File: config.mk
export PLATFORM = sky130hd
export DESIGN_NAME = phase_controller
export DESIGN_NICKNAME = d
export VERILOG_FILES = /design/src/rtl/phase_controller_pkg.sv /design/src/rtl/phase_controller_mem_wait_timer.sv /design/src/rtl/phase_controller.sv
export SDC_FILE = /design/constraint.sdc
export NUM_CORES = 1
export LEC_CHECK = 0
export CORE_MARGIN = 4
export CORE_UTILIZATION = 50
export CTS_BUF_LIST = sky130_fd_sc_hd__clkbuf_16
export DETAILED_ROUTE_END_ITERATION = 10
export GPL_TIMING_DRIVEN = 0
export PLACE_DENSITY = 0.79
export SLEW_MARGIN = 25
export SYNTH_ARGS = -nofsm -noshare
export SYNTH_HDL_FRONTEND = slang
export SYNTH_HIERARCHICAL = 1
export SYNTH_SLANG_ARGS = --single-unit
File: constraint.sdc
create_clock -name clock -period 2.2 [get_ports clock]
set_input_delay 0.44 -clock clock [delete_from_list [all_inputs] [get_ports clock]]
set_output_delay 0.44 -clock clock [all_outputs]
set_load 0.02 [all_outputs]
File: src/rtl/phase_controller_pkg.sv
// phase_controller_pkg: phase codes shared by the sequencer, PC, IR and register file
package phase_controller_pkg;
  typedef enum logic [2:0] {
    PH_FETCH  = 3'b000,
    PH_DECODE = 3'b001,
    PH_EXEC   = 3'b010,
    PH_MEM    = 3'b011,
    PH_WB     = 3'b100,
    PH_PCUP   = 3'b101,
    PH_HALT   = 3'b110,
    PH_IDLE   = 3'b111
  } phase_t;
  localparam int WAIT_W = 8;
endpackage

File: src/rtl/phase_controller_mem_wait_timer.sv
// mem_wait_timer: counts memory wait cycles and flags the last legal one
module mem_wait_timer
  import phase_controller_pkg::*;
#(
  parameter int MEM_TIMEOUT = 15
) (
  input  logic clock,
  input  logic rst,
  input  logic clear,
  input  logic enable,
  output logic expire
);
  logic [WAIT_W-1:0] cnt;
  always_ff @(posedge clock or negedge rst)
    if (!rst) cnt <= '0;
    else if (clear) cnt <= '0;
    else if (enable) cnt <= cnt + 1'b1;
  assign expire = cnt == WAIT_W'(MEM_TIMEOUT - 1);
endmodule

File: src/rtl/phase_controller.sv
// phase_controller: six-phase instruction sequencer with memory handshake, halt and timeout
module phase_controller
  import phase_controller_pkg::*;
#(
  parameter int MEM_TIMEOUT = 15
) (
  input  logic        clock,
  input  logic        rst,
  input  logic        start,
  input  logic        halt_req,
  input  logic        mem_access,
  input  logic        mem_ack,
  input  logic        resume,
  output logic [2:0]  phase,
  output logic        ir_load,
  output logic        reg_we,
  output logic        pc_en,
  output logic        mem_req,
  output logic        busy,
  output logic        halted,
  output logic        err,
  output logic [15:0] instr_count
);
  phase_t state, nxt;
  logic halt_pending, expire, timeout;
  logic [15:0] count_q;
  mem_wait_timer #(.MEM_TIMEOUT(MEM_TIMEOUT)) u_timer (
    .clock (clock),
    .rst   (rst),
    .clear (state != PH_MEM),
    .enable(mem_req && !mem_ack),
    .expire(expire)
  );
  always_ff @(posedge clock or negedge rst)
    if (!rst) state <= PH_IDLE;
    else state <= nxt;
  always_comb begin
    nxt = state;
    timeout = 1'b0;
    unique case (state)
      PH_IDLE:   nxt = start ? PH_FETCH : PH_IDLE;
      PH_FETCH:  nxt = PH_DECODE;
      PH_DECODE: nxt = PH_EXEC;
      PH_EXEC:   nxt = PH_MEM;
      PH_MEM: begin
        // ack wins over an expiring wait in the same cycle
        timeout = mem_access && !mem_ack && expire;
        nxt = (!mem_access || mem_ack) ? PH_WB : timeout ? PH_HALT : PH_MEM;
      end
      PH_WB:     nxt = PH_PCUP;
      PH_PCUP:   nxt = halt_pending ? PH_HALT : PH_FETCH;
      PH_HALT:   nxt = resume ? PH_FETCH : PH_HALT;
      default:   nxt = PH_IDLE;
    endcase
  end
  always_ff @(posedge clock or negedge rst)
    if (!rst) begin
      halt_pending <= 1'b0;
      err <= 1'b0;
      count_q <= '0;
    end else begin
      if (state == PH_EXEC && halt_req) halt_pending <= 1'b1;
      else if (nxt == PH_HALT) halt_pending <= 1'b0;
      if (timeout) err <= 1'b1;
      else if (state == PH_HALT && resume) err <= 1'b0;
      if (state == PH_PCUP) count_q <= count_q + 16'd1;
    end
  assign phase = state;
  assign ir_load = state == PH_FETCH;
  assign reg_we = state == PH_WB;
  assign pc_en = state == PH_PCUP;
  assign mem_req = state == PH_MEM && mem_access;
  assign busy = state != PH_IDLE && state != PH_HALT;
  assign halted = state == PH_HALT;
  assign instr_count = count_q;
endmodule

==> out/results.txt <==
Antenna diode count - 0
Distinct cells, synth - 43
Synth Warn # - 6
Via density per instance - 5.55
Status - complete, no violations
Commonest non-fill, non-tap cells in the layout - 27 x clkdlybuf4s50_1, 26 x dfrtp_1, 12 x nor2_1, 10 x nand2_1, 10 x xor2_1
CORE AREA - 2850 µm²
Ratio of cells with drive above 1 in the final layout - 15.3%
Setup WS pre-CTS - -0.0473 ns
Final setup viols - 0
Ys async rst share - 100%
Num rows - 19
DRC Markers - 0
Final WS setup - 0.116 ns
GP Congestion - 0.813
Setup crit start kind - flop
DP HPWL - 2260 µm
Max-slew headroom - 57.3%
Worst slew pin tran - 0.640 ns
Slew Limit Fails - 0
Final WL - 3190 µm
Seq cells post-synth - 29
Crit path max-delay family - buffers and inverters
Gr ovfl total - 0
Starting Density - 54.1%
Clk_lat worst skew - 0.27 ns
Final Hold Viols - 0
Clock sink total - 29
CP cell instances - buf_4 -> nor3_1 -> clkdlybuf4s50_1
Kind of critical path - reg -> out
Initial DRC count - 42
Worst ir drop on vdd - 0.000708 V
Ys flop type - dfrtp_1
Power, Total - 2.14 mW
Final Util - 71.7%
Max-cap violation count - 0
Syn Area/Cell - 10.9 µm²
Largest net degree at the start of global routing - 30
Via count of the first global-routing pass - 1230
Crit path capture type - output pin
Detailed-route via count - 1188
Origin of the critical flop-to-flop path - phase[1]
First-pass GRT wire length - 5620 µm
Crit Reg-Reg Endpoint - u_timer/cnt[7]
Worst EP required - 1.76 ns
Data arrival, critical path - 1.64 ns
Die Y - 63.6 µm
Pwr dens - 1040 nW/µm²
Port Buffers - 32
Nets@finish - 192
Top post-synthesis cells by area - dfrtp_1 42%, xor2_1 5.7%, dfstp_2 5.1%
CTS root buffer - clkbuf_16
CTS tree - built
Fin crit period - 2.08 ns
Mapped Cells - 142
Final period util - 94.7%
Worst Skew - 0.00433 ns
Number of CTS-inserted buffers - 5
Synthesis-to-finish area growth - 32.4%
Slowest cell on crit path - clkdlybuf4s50_1
RSZ-0062 raised after global routing - no
Commonest non-fill, non-tap cell in the layout - clkdlybuf4s50_1
Bufs on Longest Clock Path - 2
Buf/Inv on CP - 2
Post-synth EDFFs - 0
Crit-path max cell delay - 0.63 ns
Drt first pass iters - 4
FF-to-FF path depth - 7
Min-delay worst type - in -> async
DRT antenna net count - 0
Tot GR Track Use - 17.9%
Largest area contributor in the netlist - dfrtp_1
Routed WL per cell - 14.9 µm
Mapped Area - 1540 µm²
Synthesized Nets - 152
Width of the chip - 63.6 µm
Die footprint - 4040 µm²
Critical path peak fanout - 10
R2R Setup Slk - 0.17 ns
Post-synth top area share - 42.1%
Number of H-tree levels - 2
Antenna violations before repair - 0
Sequential share of the synthesized area - 47.2%
Crit path depth - 3
Boundary Pins - 33
Leak - 0.943 nW
Maximum clock rate - 480 MHz
Worst-path clk slew - 0.05 ns
## Yosys cell counts (all sizes together), types with 2 or more instances
| cell | number |
|---|---|
| a21oi | 4 |
| buf | 6 |
| or4 | 2 |
| dfrtp | 26 |
| dfstp | 3 |
| nand4 | 7 |
| xnor2 | 9 |
| a22o | 2 |
| nor2 | 13 |
| inv | 6 |
| nor3 | 4 |
| nor4 | 3 |
| o31ai | 2 |
| nand4b | 3 |
| and2b | 2 |
| o21ai | 4 |
| nand2 | 10 |
| ha | 3 |
| xor2 | 10 |
| nand3 | 8 |
## worst max-delay path by stage
stage | startpoint | end | slack (ns)
global route | phase[1] | mem_req | 0.03
global placement | mem_ack | u_timer/cnt[7] | 0.04
CTS | phase[0] | pc_en | 0.007
floorplan | phase[1] | u_timer/cnt[7] | 0.22
detailed placement | mem_access | u_timer/cnt[7] | -0.05
finish | phase[0] | ir_load | 0.12
## per-layer routing
layer | GRT usage, % | up-vias | part of all wire (%)
li1 | - | 582 | -
met1 | 21.6 | 568 | 46
met2 | 27.9 | 31 | 47
met3 | 5.68 | 7 | 4.4
met4 | 10.5 | 0 | 2.2
met5 | 0 | - | 0
## report_power, final
group	total, mW	leakage [nW]	internal (mW)	switching [mW]
clock	0.625	0.0687	0.407	0.218
sequential	0.732	0.387	0.631	0.101
combinational	0.779	0.487	0.367	0.411
total	2.14	0.943	1.41	0.731
## stage by stage
step	TNS, ns	cell area (µm²)	std cells	hold WS, ns
6_report	0	2040	214	0.195
4_1_cts	0	2030	213	0.218
2_1_floorplan	0	1540	142	0.144
5_1_grt	0	2040	214	0.265
3_5_place_dp	-0.0473	1900	205	0.473
3_3_place_gp	0	1900	205	0.459
## final cells by class
cell class	count	area [µm²]
Sequential cell	29	729
Clock inverter	3	12.5
Buffer	6	52.6
Clock buffer	5	125
Timing Repair Buffer	33	322
Multi-Input combinational cell	101	742
Inverter	6	22.5
Tap cell	31	38.8
Fill cell	232	808
## sequential cells by signal, summed over array words and instances (netlist names)
name and cells:
err 1, halt_pending 1, instr_count 16, phase 3, u_timer/cnt 8
## cells by family after synthesis
logic type | count (synthesis) | synth area share [%]
adder cells (fa/ha/maj) | 3 | 2.43
multiplexers | 1 | 0.729
AND/OR/NAND/NOR | 60 | 26.1
AO/OA/AOI/OAI | 18 | 7.86
flip-flops | 29 | 47.2
buffers and inverters | 12 | 4.86
XOR/XNOR | 19 | 10.8
## repair_timing
| item | in CTS | in global routing |
|---|---|---|
| endpoints found under the setup margin | 3 | 4 |
| gates resized for setup | 3 | 3 |
| buffers inserted | 0 | 1 |
| hold buffers | 0 | 0 |
| hold endpoints to repair | 0 | 0 |
| pin swaps | 0 | 0 |
Power figures use the tool's default switching activity.
